**config.mk**
```make
export PLATFORM = sky130hd
export DESIGN_NAME = ram_rw_seq_ctrl
export DESIGN_NICKNAME = d
export VERILOG_FILES = /design/src/rtl/ram_rw_seq_ctrl.sv
export SDC_FILE = /design/constraint.sdc
export NUM_CORES = 1
export LEC_CHECK = 0
export CORE_UTILIZATION = 46
export DETAILED_ROUTE_END_ITERATION = 10
export HOLD_SLACK_MARGIN = 0.12
export PLACE_DENSITY = 0.78
export SKIP_CTS_REPAIR_TIMING = 1
export SLEW_MARGIN = 0
export SYNTH_ARGS = -nofsm -noshare
export SYNTH_HDL_FRONTEND = slang
export SYNTH_SLANG_ARGS = --single-unit
```
**constraint.sdc**
```tcl
create_clock -name sys_clk -period 4.25 [get_ports sys_clk]
set_input_delay 0.425 -clock sys_clk [delete_from_list [all_inputs] [get_ports sys_clk]]
set_output_delay 0.425 -clock sys_clk [all_outputs]
set_load 0.02 [all_outputs]
```
**src/rtl/ram_rw_seq_ctrl.sv**
```systemverilog
// RAM self-test sequencer: fills a simple dual-port RAM with an (addr + seed) pattern,
// reads it back through the read port and tallies mismatches; optional looping with a rolling seed.
module ram_rw_seq_ctrl #(
    parameter int ADDR_W  = 8,
    parameter int DATA_W  = 8,
    parameter int DEPTH   = 256,
    parameter int RD_LAT  = 1,
    parameter int GAP_CYC = 4
) (
    input  logic              sys_clk,
    input  logic              sys_rst_n,
    input  logic              start,
    input  logic              loop_en,
    output logic              ram_wr_en,
    output logic [ADDR_W-1:0] ram_wr_addr,
    output logic [DATA_W-1:0] ram_wr_data,
    output logic              ram_rd_en,
    output logic [ADDR_W-1:0] ram_rd_addr,
    input  logic [DATA_W-1:0] ram_rd_data,
    output logic              busy,
    output logic              done,
    output logic [15:0]       pass_cnt,
    output logic              err_flag,
    output logic [15:0]       err_cnt,
    output logic [ADDR_W-1:0] err_addr
);

    localparam int CW_D  = $clog2(DEPTH + 1);
    localparam int CW_G  = $clog2(GAP_CYC + 1);
    localparam int CNT_W = (CW_D > CW_G) ? CW_D : CW_G;

    typedef enum logic [2:0] {S_IDLE, S_WRITE, S_READ, S_DRAIN, S_DONE, S_GAP} state_t;

    state_t              state_q, state_d;
    logic [CNT_W-1:0]    cnt_q, cnt_d;
    logic [DATA_W-1:0]   seed_q, seed_d;
    logic                wr_en_q, wr_en_d, rd_en_q, rd_en_d;
    logic [ADDR_W-1:0]   wr_addr_q, wr_addr_d, rd_addr_q, rd_addr_d;
    logic [DATA_W-1:0]   wr_data_q, wr_data_d;
    logic                busy_q, busy_d, done_q, done_d;
    logic [15:0]         pass_cnt_q, pass_cnt_d, err_cnt_q, err_cnt_d;
    logic                err_flag_q, err_flag_d;
    logic [ADDR_W-1:0]   err_addr_q, err_addr_d;

    logic                pipe_v_q    [RD_LAT];
    logic [DATA_W-1:0]   pipe_exp_q  [RD_LAT];
    logic [ADDR_W-1:0]   pipe_addr_q [RD_LAT];

    function automatic logic [DATA_W-1:0] pat(input logic [ADDR_W-1:0] a, input logic [DATA_W-1:0] s);
        return DATA_W'(a) + s;
    endfunction

    always_comb begin
        state_d    = state_q;
        cnt_d      = cnt_q;
        seed_d     = seed_q;
        pass_cnt_d = pass_cnt_q;
        err_flag_d = err_flag_q;
        err_cnt_d  = err_cnt_q;
        err_addr_d = err_addr_q;

        unique case (state_q)
            S_IDLE: if (start) begin
                state_d    = S_WRITE;
                cnt_d      = '0;
                err_flag_d = 1'b0;
                err_cnt_d  = '0;
                err_addr_d = '0;
            end
            S_WRITE: if (cnt_q == CNT_W'(DEPTH - 1)) begin
                state_d = S_READ;
                cnt_d   = '0;
            end else begin
                cnt_d = cnt_q + CNT_W'(1);
            end
            S_READ: if (cnt_q == CNT_W'(DEPTH - 1)) begin
                state_d = S_DRAIN;
                cnt_d   = '0;
            end else begin
                cnt_d = cnt_q + CNT_W'(1);
            end
            S_DRAIN: if (cnt_q == CNT_W'(RD_LAT - 1)) begin
                state_d    = S_DONE;
                cnt_d      = '0;
                pass_cnt_d = pass_cnt_q + 16'd1;
                seed_d     = seed_q + DATA_W'(1);
            end else begin
                cnt_d = cnt_q + CNT_W'(1);
            end
            S_DONE: begin
                state_d = loop_en ? S_GAP : S_IDLE;
                cnt_d   = '0;
            end
            S_GAP: if (cnt_q == CNT_W'(GAP_CYC - 1)) begin
                state_d = loop_en ? S_WRITE : S_IDLE;
                cnt_d   = '0;
            end else begin
                cnt_d = cnt_q + CNT_W'(1);
            end
            default: state_d = S_IDLE;
        endcase

        // Pipeline tail lines up with the cycle the RAM presents the matching read word.
        if ((state_q == S_READ || state_q == S_DRAIN) && pipe_v_q[RD_LAT-1] &&
            (ram_rd_data != pipe_exp_q[RD_LAT-1])) begin
            err_flag_d = 1'b1;
            if (err_cnt_q != '1) err_cnt_d = err_cnt_q + 16'd1;
            if (!err_flag_q) err_addr_d = pipe_addr_q[RD_LAT-1];
        end

        wr_en_d   = (state_d == S_WRITE);
        wr_addr_d = wr_en_d ? ADDR_W'(cnt_d) : wr_addr_q;
        wr_data_d = wr_en_d ? pat(ADDR_W'(cnt_d), seed_d) : wr_data_q;
        rd_en_d   = (state_d == S_READ);
        rd_addr_d = rd_en_d ? ADDR_W'(cnt_d) : rd_addr_q;
        busy_d    = (state_d != S_IDLE);
        done_d    = (state_d == S_DONE);
    end

    always_ff @(posedge sys_clk or negedge sys_rst_n) begin
        if (!sys_rst_n) begin
            state_q    <= S_IDLE;
            cnt_q      <= '0;
            seed_q     <= '0;
            wr_en_q    <= 1'b0;
            wr_addr_q  <= '0;
            wr_data_q  <= '0;
            rd_en_q    <= 1'b0;
            rd_addr_q  <= '0;
            busy_q     <= 1'b0;
            done_q     <= 1'b0;
            pass_cnt_q <= '0;
            err_flag_q <= 1'b0;
            err_cnt_q  <= '0;
            err_addr_q <= '0;
            for (int unsigned i = 0; i < unsigned'(RD_LAT); i++) begin
                pipe_v_q[i]    <= 1'b0;
                pipe_exp_q[i]  <= '0;
                pipe_addr_q[i] <= '0;
            end
        end else begin
            state_q    <= state_d;
            cnt_q      <= cnt_d;
            seed_q     <= seed_d;
            wr_en_q    <= wr_en_d;
            wr_addr_q  <= wr_addr_d;
            wr_data_q  <= wr_data_d;
            rd_en_q    <= rd_en_d;
            rd_addr_q  <= rd_addr_d;
            busy_q     <= busy_d;
            done_q     <= done_d;
            pass_cnt_q <= pass_cnt_d;
            err_flag_q <= err_flag_d;
            err_cnt_q  <= err_cnt_d;
            err_addr_q <= err_addr_d;
            pipe_v_q[0]    <= rd_en_q;
            pipe_exp_q[0]  <= pat(rd_addr_q, seed_q);
            pipe_addr_q[0] <= rd_addr_q;
            for (int unsigned i = 1; i < unsigned'(RD_LAT); i++) begin
                pipe_v_q[i]    <= pipe_v_q[i-1];
                pipe_exp_q[i]  <= pipe_exp_q[i-1];
                pipe_addr_q[i] <= pipe_addr_q[i-1];
            end
        end
    end

    assign ram_wr_en   = wr_en_q;
    assign ram_wr_addr = wr_addr_q;
    assign ram_wr_data = wr_data_q;
    assign ram_rd_en   = rd_en_q;
    assign ram_rd_addr = rd_addr_q;
    assign busy        = busy_q;
    assign done        = done_q;
    assign pass_cnt    = pass_cnt_q;
    assign err_flag    = err_flag_q;
    assign err_cnt     = err_cnt_q;
    assign err_addr    = err_addr_q;

endmodule

```
==> metrics.csv, run 1 <==
stage;metric;value;unit
global_routing;gr usage total;19.84;%
clock_network;clock-pin slew on the worst setup and hold paths;0.10;ns
floorplan;DIE AREA;11500;sq um
place;Area after DPL;6080;sq um
logic_synthesis;EDFF count, synth;0;
clock_network;CTS buffer count;9;
critical_path;CP arrival;4.11;ns
clock_network;total number of H-tree levels;3;
finish;share of cells above drive strength 1;7.279;%
critical_path;Worst Path Max Fanout;6;
floorplan;die height;107.2;um
status;status;finished clean;
power_and_ir_drop;VDD IR max;0.1463;mV
place;placed cell count;701;
global_routing;largest net degree at the start of global routing;71;
sta;Final Hold Fails;0;
clock_network;Clock Latency Late Sink;0.36;ns
sta;RSZ-0062 raised after global routing;false;
route;DR pass1 iterations;4;
critical_path;CP startpoint kind;flip-flop;
sta;final setup TNS;0;ns
finish;Final Non-Filler Cells;717;
logic_synthesis;Synth Net Count;522;
place;Post-DP HPWL;7797;um
floorplan;die width;107.2;um
logic_synthesis;cell taking the most area after synthesis;dfrtp_1;
place;GP Congestion;0.7841;
critical_path;Setup crit end kind;flip-flop;
floorplan;I/O pin count;81;
global_routing;vias in the first global route;3604;
critical_path;Setup CP Type;reg -> reg;
logic_synthesis;synth top area cells;dfrtp_1, ha_1, nand2_1;
clock_network;Max clock buf depth;2;
finish;ant diodes;0;
route;Initial DRC Count;149;
critical_path;WP data required;4.49;ns
logic_synthesis;Post-synth top cells;dfrtp_1, nand2_1, o21ai_0, nor2_1, xnor2_1;
logic_synthesis;Async SR Flop Fraction;100.0;%
route;DRC viols;0;
logic_synthesis;register area share after synthesis;52.06;%
logic_synthesis;count leader, synth;dfrtp_1;
power_and_ir_drop;PD cells;274.1;nW/um^2
route;routed via count;3847;
logic_synthesis;Post-Syn Instances;486;
power_and_ir_drop;Power Total;0.001728;W
sta;worst slew pin tran;0.8624;ns
floorplan;core area;10790;sq um
route;Routed WL per cell;15.09;um
hold_path;HP Class;in -> async;
logic_synthesis;area share of the largest cell type after synthesis;52.06;%
global_routing;first-pass GRT wire length;17600;um
sta;clock period minus final worst setup slack;3.867;ns
sta;endpoints failing setup;0;
place;Port Buffers;80;
logic_synthesis;Syn Area/Cell;10.48;sq um
logic_synthesis;Yosys cell types;50;
logic_synthesis;YS warnings;0;
route;routed wire length;10820;um
sta;fmax;258.6;MHz
logic_synthesis;synthesized cell area;5095;sq um
finish;Nets;608;
critical_path;worst r2r path cells;20;
finish;fin area;6305;sq um
critical_path;Reg-to-Reg Start;cnt_q[0]$_DFF_PN0_;
route;vias per cell;5.365;
clock_network;clock root buffer;clkbuf_8;
floorplan;initial core utilization;47.21;%
job;Max Cap Violations;0;
clock_network;CTS tree;yes;
clock_network;clock sink total;106;
critical_path;Crit. Startpoint;cnt_q[0]$_DFF_PN0_;
sta;Final Cycle Share;90.98;%
global_routing;grt total ovfl;0;
finish;area grow syn2layout;23.75;%
power_and_ir_drop;Lkg Pwr;2.836;nW
sta;Max-slew headroom;42.51;%
sta;Slew Viols, Final;0;
sta;Worst Hold Slack;0.1552;ns
global_routing;initial antenna violation count;0;
logic_synthesis;#FFs+latches synth;106;
route;antenna viol nets, final;0;
floorplan;Std-Cell Rows;38;
sta;skew final;0.01170;ns
logic_synthesis;Main synth FF type;dfrtp_1;
==> metal layers <==
metal / global-route usage (%) / vias to the layer above / share of wire [%]
met2: 29.95 / 110 / 45
li1: - / 1858 / -
met5: 0 / - / 0
met1: 28.01 / 1855 / 47
met3: 3.161 / 24 / 5.2
met4: 9.198 / 0 / 2.6
==> area by class of cell <==
type | instances | area (sq um)
Fill cell | 916 | 4488
Sequential cell | 106 | 2655
Multi-Input combinational cell | 342 | 2310
Timing Repair Buffer | 88 | 858.3
Tap cell | 140 | 175.2
Clock buffer | 14 | 152.6
Inverter | 25 | 93.84
Clock inverter | 2 | 60.06
==> where the power goes <==
group	internal (W)	total, W	switching, W
registers	0.00101	0.00101	0.00000157
logic	0.0000172	0.0000460	0.0000288
clock network	0.000350	0.000670	0.000320
total	0.00138	0.00173	0.000351
==> sequential cells by signal, summed over array words and instances (netlist names), 3 cells and up <==
signal,cells
pipe_addr_q,8
cnt_q,9
pass_cnt,16
state_q,3
pipe_exp_q,8
ram_wr_data,8
ram_wr_addr,8
ram_rd_addr,8
seed_q,8
err_cnt,16
err_addr,8
==> path summary, 6_finish.rpt <==
check	endpoint	slack [ns]
max reg2reg	ram_wr_data[7]$_DFFE_PN0P_	0.38
min in group sys_clk	pipe_v_q$_DFF_PN0_	0.39
max in group asynchronous	cnt_q[1]$_DFF_PN0_	3.04
min reg2reg	pipe_v_q$_DFF_PN0_	0.39
min	err_cnt[11]$_DFF_PN0_	0.16
max	ram_wr_data[7]$_DFFE_PN0P_	0.38
==> cell families after synthesis <==
kind of cell	count (synthesis)	share of synthesized area [%]
simple gates	170	16.50
flops	106	52.06
mux	14	2.996
xor+xnor	48	8.669
compound gates	86	10.78
fa+ha+maj	24	6.189
buf+inv	38	2.800
==> through the flow <==
stage                     utilization, %  worst slack (ns)
after floorplan                        -            0.5874
after global placement             56.33            0.4684
after detailed placement           56.33            0.2699
after CTS                          58.30            0.2238
after global routing               58.42           0.01774
final                              58.42            0.3835
==> cell usage in the layout, fill, tap and decap left out, types with 2 or more instances in the layout <==
master / instances
o31ai_1: 3
fa_1: 2
bufinv_16: 2
nand2_1: 64
or3_1: 3
dfrtp_1: 104
nand2b_1: 4
xnor2_1: 26
a21o_1: 5
nor3b_1: 4
nand3_1: 19
a22o_1: 2
dfrtp_2: 2
mux2_2: 10
clkdlybuf4s50_1: 79
nor2_1: 28
clkbuf_1: 4
buf_4: 9
a21oi_1: 21
o311ai_0: 3
o211ai_1: 3
nand4_1: 9
o41ai_1: 3
o21ai_0: 27
ha_1: 22
o21ai_1: 3
o21bai_1: 4
and3_1: 13
mux2i_1: 4
nor3_1: 3
inv_1: 24
clkbuf_8: 10
and2_1: 6
a22oi_1: 2
xor2_1: 20
nor4_1: 4
nor2b_1: 6
==> worst max-delay path, stage by stage, from the launching register on <==
cell and delay, ns:
dfrtp_2 0.43, ha_1 0.15, and3_1 0.18, and3_1 0.22
nand3_1 0.12, inv_1 0.07, ha_1 0.21, nor2_1 0.07
o21ai_1 0.19, nand3_2 0.19, buf_4 0.21, nand2_1 0.06
o21ai_0 0.07, buf_4 0.17, ha_1 0.35, nand3_1 0.10
o221ai_1 0.21, nor4_1 0.08, nor3_1 0.21, xnor3_1 0.23
mux2_2 0.26
Note: power is estimated with default switching activity, not from simulation.
==> inputs of run 2 (changes only) <==
--- a/config.mk
+++ b/config.mk
@@ -14,3 +14,4 @@
 export SYNTH_ARGS = -nofsm -noshare
 export SYNTH_HDL_FRONTEND = slang
 export SYNTH_SLANG_ARGS = --single-unit
+export TNS_END_PERCENT = 20
==> constraint.sdc (replaced) <==
create_clock -name sys_clk -period 4.83 [get_ports sys_clk]
set_input_delay 0.483 -clock sys_clk [delete_from_list [all_inputs] [get_ports sys_clk]]
set_output_delay 0.483 -clock sys_clk [all_outputs]
set_load 0.02 [all_outputs]
==> run 2 against run 1 <==
Net effect: final cell count is 1.1% lower; clock skew is 0.0018 ns higher; global-route usage is 0.55 points higher; sequential power is 12% lower; setup slack better by 0.16 ns; register-to-register slack better by 0.16 ns; critical path type unchanged; largest power group unchanged.
==> metrics.csv, run 2 (synthesis results as in run 1) <==
stage;metric;value;unit;change
finish;area grow syn2layout;21.93;%;
status;status;finished clean;;
job;Max Cap Violations;0;;unchanged
critical_path;Worst Path Max Fanout;11;;+5
place;Post-DP HPWL;7801;um;about the same
critical_path;CP max stage delay;0.43;ns;about the same
critical_path;flop-to-flop setup slack;0.54;ns;+0.16 ns
floorplan;I/O pin count;81;;unchanged
global_routing;vias in the first global route;3823;;+6.1%
place;pre-CTS WS;0.6211;ns;+0.3512 ns
clock_network;Max clock buf depth;2;;unchanged
sta;clock period minus final worst setup slack;4.290;ns;+0.4238 ns
sta;worst slew pin tran;0.9704;ns;+0.1080 ns
clock_network;clock sink total;106;;unchanged
place;GP Congestion;0.7959;;+1.5%
clock_network;clock root buffer;clkbuf_8;;
finish;most frequent cells in the layout;dfrtp_1, clkdlybuf4s50_1, nand2_1;;
power_and_ir_drop;Lkg Pwr;2.796;nW;-1.4%
route;vias per cell;5.365;;about the same
clock_network;total number of H-tree levels;3;;unchanged
finish;commonest non-fill, non-tap cell in the layout;dfrtp_1;;
route;antenna viol nets, final;0;;unchanged
sta;endpoints failing setup;0;;unchanged
sta;RSZ-0062 raised after global routing;false;;
finish;Reg area;2653;sq um;about the same
critical_path;Setup crit end kind;flip-flop;;
critical_path;cell family with most CP delay;simple AND/OR/NAND/NOR gates;;
sta;fmax;233.1;MHz;-9.9%
global_routing;gr usage total;20.39;%;+0.55 points
hold_path;HP Class;in -> async;;
route;Routed WL per cell;15.21;um;+0.85%
floorplan;die height;107.2;um;unchanged
critical_path;worst r2r path cells;19;;-5.0%
finish;Nets;602;;-0.99%
sta;Final WS setup;0.5397;ns;+0.1562 ns
power_and_ir_drop;VDD IR max;0.1270;mV;-13%
floorplan;DIE AREA;11500;sq um;unchanged
floorplan;die width;107.2;um;unchanged
critical_path;slowest library cell on the worst path;dfrtp_1;;
sta;final setup TNS;0;ns;unchanged
critical_path;Reg-to-Reg Start;cnt_q[1]$_DFF_PN0_;;
critical_path;CP arrival;4.54;ns;+0.43 ns
critical_path;Setup CP Type;reg -> reg;;
finish;ant diodes;0;;unchanged
global_routing;largest net degree at the start of global routing;68;;-4.2%
floorplan;initial core utilization;47.21;%;unchanged
route;DR pass1 iterations;4;;unchanged
sta;Final Hold Fails;0;;unchanged
sta;Slew Viols, Final;0;;unchanged
sta;skew final;0.01349;ns;+0.001791 ns
critical_path;r2r endpoint;ram_wr_data[7]$_DFFE_PN0P_;;
global_routing;initial antenna violation count;0;;unchanged
sta;Final Cycle Share;88.83;%;-2.1 points
global_routing;first-pass GRT wire length;18300;um;+4.0%
finish;final core occ;57.56;%;-0.86 points
route;routed via count;3804;;-1.1%
global_routing;grt total ovfl;0;;unchanged
critical_path;CP startpoint kind;flip-flop;;
sta;Max-slew headroom;35.31;%;-7.2 points
clock_network;CTS tree;yes;;
clock_network;clock-pin slew on the worst setup and hold paths;0.09;ns;about the same
route;routed wire length;10790;um;-0.28%
route;Initial DRC Count;147;;-1.3%
finish;fillers;927;;+1.2%
route;DRC viols;0;;unchanged
power_and_ir_drop;PD cells;230.4;nW/um^2;-16%
critical_path;WP data required;5.08;ns;+0.59 ns
clock_network;Clock Latency Late Sink;0.36;ns;about the same
critical_path;buffer and inverter count on the worst path;2;;-1
floorplan;core area;10790;sq um;unchanged
clock_network;CTS buffer count;9;;unchanged
floorplan;Std-Cell Rows;38;;unchanged
place;Port Buffers;80;;unchanged
finish;area of the multi-input gates;2300;sq um;-0.43%
finish;share of cells above drive strength 1;5.975;%;-1.3 points
critical_path;crit path cell chain;ha_1 > and3_1 > and3_1 > nand3_1 > inv_1 > ha_1 > nor2_1 > o21ai_0 > nand3_1 > a21o_1 > a22oi_1 > inv_1 > ha_1 > nand3_1 > o221ai_1 > nor4_1 > nor3_1 > xnor3_1 > mux2_2;;
run 2: layer usage:
metal / share of wire, % / track usage [%] / up-vias
met5: 0 / 0 / -
met4: 3.3 / 10.57 / 0
met3: 4.6 / 3.100 / 28
met2: 46 / 31.38 / 106
met1: 46 / 27.94 / 1831
li1: - / - / 1839
run 2: worst reg2reg max path: stages (launching register included):
cell      delay [ns]
dfrtp_1         0.43
ha_1            0.17
and3_1          0.19
and3_1          0.21
nand3_1         0.11
inv_1           0.07
ha_1            0.21
nor2_1          0.07
o21ai_0         0.16
nand3_1         0.38
a21o_1          0.27
a22oi_1         0.27
inv_1           0.10
ha_1            0.36
nand3_1         0.10
o221ai_1        0.23
nor4_1          0.08
nor3_1          0.24
xnor3_1         0.25
mux2_2          0.27
run 2: worst max path at each step:
stage,cells past startpoint,start,end,slack (ns)
final,19,cnt_q[1]$_DFF_PN0_,ram_wr_data[7]$_DFFE_PN0P_,0.54
after global routing,19,cnt_q[0]$_DFF_PN0_,ram_wr_data[7]$_DFFE_PN0P_,0.11
after CTS,19,cnt_q[0]$_DFF_PN0_,ram_wr_data[7]$_DFFE_PN0P_,0.57
after detailed placement,19,cnt_q[0]$_DFF_PN0_,ram_wr_data[7]$_DFFE_PN0P_,0.62
after global placement,18,cnt_q[0]$_DFF_PN0_,ram_wr_data[7]$_DFFE_PN0P_,0.87
after floorplan,19,cnt_q[0]$_DFF_PN0_,ram_wr_data[7]$_DFFE_PN0P_,1.17
run 2: area by class of cell:
class                      count  share of cell area [%]
inverter                      25                   1.511
clock buffer                  12                   2.659
timing repair buffer          82                   13.09
clock inverter                 2                  0.2014
sequential                   106                   42.70
multi-input combinational    342                   37.02
tap                          140                   2.820
run 2: through the flow:
| step | std cells | hold WS [ns] | instance area [sq um] | total power [W] |
|---|---|---|---|---|
| floorplan | 486 | 0.1874 | 5095 | 0.0009158 |
| global placement | 695 | 0.3580 | 6035 | 0.0009494 |
| detailed placement | 695 | 0.3838 | 6035 | 0.0009501 |
| CTS | 709 | 0.2481 | 6212 | 0.001448 |
| global route | 709 | 0.2833 | 6212 | 0.001489 |
| finish | 709 | 0.2217 | 6212 | 0.001431 |
run 2: report_power, final:
| part | internal (W) | switching (W) |
|---|---|---|
| logic | 0.0000151 | 0.0000254 |
| clock network | 0.000224 | 0.000276 |
| registers | 0.000889 | 0.00000165 |
==> inputs of run 3 (changes only) <==
--- a/config.mk
+++ b/config.mk
@@ -5,10 +5,11 @@
 export SDC_FILE = /design/constraint.sdc
 export NUM_CORES = 1
 export LEC_CHECK = 0
+export ABC_AREA = 1
 export CORE_UTILIZATION = 46
 export DETAILED_ROUTE_END_ITERATION = 10
 export HOLD_SLACK_MARGIN = 0.12
-export PLACE_DENSITY = 0.78
+export PLACE_DENSITY = 0.77
 export SKIP_CTS_REPAIR_TIMING = 1
 export SLEW_MARGIN = 0
 export SYNTH_ARGS = -nofsm -noshare
==> run 3 against run 2 <==
Net effect: the flow now finishes with violations (DRC); setup slack better by 0.72 ns; hold slack better by 0.036 ns; clock-buffer cell count stayed put; sequential cell count stayed put; final area is 9.1% higher; fmax is 20% higher; clock power is 46% higher; sequential share of layout area is 3.6 points lower; critical path type unchanged; critical endpoint is now ram_wr_data[6]$_DFFE_PN0P_.
==> metrics.csv, run 3 <==
stage;metric;value;unit;change
power_and_ir_drop;Psw;0.0007376;W;+140%
route;antenna viol nets, final;0;;unchanged
critical_path;Setup CP Type;reg -> reg;;
floorplan;initial core utilization;47.95;%;+0.74 points
finish;ant diodes;0;;unchanged
critical_path;CP most frequent cell;nor2_1;;
global_routing;largest net degree at the start of global routing;73;;+7.4%
clock_network;CTS tree;yes;;
logic_synthesis;xor/xnor share of the synthesized area;7.265;%;-1.4 points
power_and_ir_drop;internal power;0.001571;W;+39%
status;failing checks;DRC;;
sta;Max-slew headroom;41.20;%;+5.9 points
place;placed cell count;847;;+22%
logic_synthesis;area share of the largest cell type after synthesis;47.83;%;-4.2 points
finish;commonest non-fill, non-tap cell in the layout;nand2_1;;
logic_synthesis;count leader, synth;nand2_1;;
logic_synthesis;synth top area cells;dfrtp_1, nand2_1, ha_1;;
global_routing;initial antenna violation count;0;;unchanged
clock_network;Max clock buf depth;2;;unchanged
place;pre-CTS WS;1.263;ns;+0.6420 ns
clock_network;clock sink total;106;;unchanged
floorplan;die width;111.8;um;+4.2%
sta;final setup TNS;0;ns;unchanged
critical_path;flop-to-flop setup slack;1.26;ns;+0.72 ns
logic_synthesis;Main synth FF type;dfrtp_1;;
logic_synthesis;multiplexer share of the synthesized area;0.3610;%;-2.6 points
sta;Final Hold Fails;0;;unchanged
logic_synthesis;post-synthesis compound-gate area fraction;8.394;%;-2.4 points
sta;Slew Viols, Final;0;;unchanged
critical_path;Crit. Startpoint;cnt_q[1]$_DFF_PN0_;;
hold_path;HP Class;in -> async;;
sta;endpoints failing setup;0;;unchanged
global_routing;gr usage total;21.15;%;+0.77 points
logic_synthesis;Yosys cell types;44;;-12%
route;routed wire length;12370;um;+15%
logic_synthesis;simple-gate share of the synthesized area;24.35;%;+7.8 points
critical_path;r2r endpoint;ram_wr_data[6]$_DFFE_PN0P_;;
place;Post-DP HPWL;9138;um;+17%
route;vias per cell;5.166;;-3.7%
power_and_ir_drop;Flop pwr share;44.0;%;-18 points
floorplan;core area;11560;sq um;+7.2%
floorplan;DIE AREA;12500;sq um;+8.7%
logic_synthesis;main combinational cell family by area after synthesis;simple AND/OR/NAND/NOR gates;;
route;DRC viols;8;;+8
place;Port Buffers;80;;unchanged
route;DR pass1 iterations;10;;+6
route;Initial DRC Count;363;;+150%
logic_synthesis;EDFF count, synth;0;;unchanged
sta;Final Cycle Share;73.99;%;-15 points
job;Max Cap Violations;0;;unchanged
floorplan;Std-Cell Rows;39;;+2.6%
logic_synthesis;Syn Area/Cell;8.802;sq um;-16%
logic_synthesis;register area share after synthesis;47.83;%;-4.2 points
clock_network;CTS buffer count;9;;unchanged
power_and_ir_drop;Lkg Pwr;3.205;nW;+15%
floorplan;die height;111.8;um;+4.2%
logic_synthesis;YS warnings;0;;unchanged
logic_synthesis;adder and majority cell fraction of the synthesized area;5.686;%;-0.50 points
logic_synthesis;Post-Syn Instances;630;;+30%
sta;clock period minus final worst setup slack;3.574;ns;-0.7168 ns
logic_synthesis;Post-synth top cells;nand2_1, dfrtp_1, inv_1, nor2_1, o21ai_0;;
critical_path;Setup crit end kind;flip-flop;;
route;routed via count;4458;;+17%
logic_synthesis;cell taking the most area after synthesis;dfrtp_1;;
logic_synthesis;synthesized cell area;5545;sq um;+8.8%
critical_path;CP max stage delay;0.42;ns;about the same
finish;area grow syn2layout;22.25;%;
clock_network;clock-pin slew on the worst setup and hold paths;0.07;ns;-0.02 ns
critical_path;Reg-to-Reg Start;cnt_q[1]$_DFF_PN0_;;
global_routing;first-pass GRT wire length;21010;um;+15%
critical_path;WP data required;5.11;ns;+0.03 ns
critical_path;Worst Path Max Fanout;5;;-6
power_and_ir_drop;Logic pwr share;24.4;%;+22 points
power_and_ir_drop;sw frac;31.95;%;+11 points
power_and_ir_drop;PD cells;340.6;nW/um^2;+48%
finish;area of the multi-input gates;2554;sq um;+11%
status;status;finished with violations;;
logic_synthesis;Synth Net Count;666;;+28%
global_routing;vias in the first global route;4352;;+14%
power_and_ir_drop;VDD IR max;0.2350;mV;+85%
finish;Nets;751;;+25%
place;GP Congestion;0.8942;;+12%
sta;Final WS setup;1.256;ns;+0.7168 ns
sta;worst slew pin tran;0.8820;ns;-0.08839 ns
finish;most frequent cells in the layout;nand2_1, dfrtp_1, clkdlybuf4s50_1;;
critical_path;crit path cell chain;ha_1 > nand3_1 > nor2_1 > inv_1 > nor2_1 > inv_1 > nor2_1 > ha_1 > inv_1 > nand2_1 > nand3_1 > inv_2 > a21oi_1 > ha_1 > inv_1 > fa_1 > o21ai_0 > a21oi_1 > nor2_1 > nor2_1 > xor2_1 > o21ai_0;;
route;Routed WL per cell;14.33;um;-5.8%
logic_synthesis;Async SR Flop Fraction;100.0;%;unchanged
sta;skew final;0.01043;ns;-0.003061 ns
floorplan;I/O pin count;81;;unchanged
critical_path;CP startpoint kind;flip-flop;;
logic_synthesis;#FFs+latches synth;106;;unchanged
finish;share of cells above drive strength 1;8.056;%;+2.1 points
clock_network;total number of H-tree levels;3;;unchanged
sta;fmax;279.8;MHz;+20%
finish;fillers;985;;+6.3%
finish;Reg area;2653;sq um;unchanged
finish;Final Non-Filler Cells;863;;+22%
critical_path;slowest library cell on the worst path;dfrtp_1;;
clock_network;Clock Latency Late Sink;0.36;ns;about the same
global_routing;grt total ovfl;0;;unchanged
power_and_ir_drop;clock network fraction of total power;31.7;%;-3.2 points
critical_path;CP arrival;3.85;ns;-0.69 ns
critical_path;worst r2r path cells;22;;+3
clock_network;clock root buffer;clkbuf_16;;
sta;RSZ-0062 raised after global routing;false;;
[run 3: changes by cell type after synthesis, sizes merged, moves of 10 or more]
cell / before / now
xnor2: 27 / 17
nand3: 20 / 38
nand2: 64 / 169
clkbuf: 13 / 1
inv: 24 / 74
nor2: 28 / 50
mux2: 10 / 0
o21ai: 30 / 45
and3: 13 / 1
[run 3: power groups by stage]
stage | clock network, W | registers, W | logic (W)
after global placement | 0 | 0.00103 | 0.000546
after CTS | 0.000750 | 0.00101 | 0.000565
after global routing | 0.000782 | 0.00102 | 0.000616
after detailed placement | 0 | 0.00103 | 0.000560
after floorplan | 0 | 0.00108 | 0.000291
final | 0.000731 | 0.00101 | 0.000563
[run 3: area by class of cell]
class / count / share of cell area [%]
sequential: 106 / 39.13
inverter: 76 / 4.245
timing repair buffer: 81 / 11.89
clock inverter: 4 / 0.4983
multi-input combinational: 441 / 37.67
tap: 143 / 2.639
clock buffer: 12 / 3.931
[run 3: worst max-delay path: cells and delay by family, from the launching register on]
kind | cells | cell delay, ns
fa+ha+maj | 4 | 1.05
compound gates | 4 | 0.88
simple gates | 8 | 0.64
flops | 1 | 0.42
buf+inv | 5 | 0.38
xor+xnor | 1 | 0.13
[run 3: worst max path at each step]
stage | endpoint | slack [ns]
after global routing | ram_wr_data[6]$_DFFE_PN0P_ | 0.94
after floorplan | ram_wr_data[6]$_DFFE_PN0P_ | 1.75
after detailed placement | ram_wr_data[6]$_DFFE_PN0P_ | 1.26
final | ram_wr_data[6]$_DFFE_PN0P_ | 1.26
after CTS | ram_wr_data[6]$_DFFE_PN0P_ | 1.27
after global placement | ram_wr_data[6]$_DFFE_PN0P_ | 1.49
[run 3: metrics by stage]
| stage | cell area, sq um | power [W] | utilization [%] | hold WS [ns] |
|---|---|---|---|---|
| floorplan | 5545 | 0.001373 | - | 0.1874 |
| global placement | 6479 | 0.001573 | 56.02 | 0.3616 |
| detailed placement | 6479 | 0.001589 | 56.02 | 0.3685 |
| CTS | 6779 | 0.002329 | 58.62 | 0.2889 |
| global route | 6779 | 0.002421 | 58.62 | 0.3426 |
| finish | 6779 | 0.002309 | 58.62 | 0.2581 |
[run 3: layer usage]
metal / track usage [%] / vias to the layer above / routed length (um)
met3: 3.266 / 19 / 516
met2: 34.41 / 141 / 5872
li1: - / 2195 / -
met1: 28.59 / 2103 / 5747
met5: 0 / - / 0
met4: 7.928 / 0 / 233
[run 3: cell families after synthesis]
logic type      after synthesis
simple gates                287
fa+ha+maj                    24
flops                       106
buf+inv                      83
mux                           2
compound gates               82
xor+xnor                     46
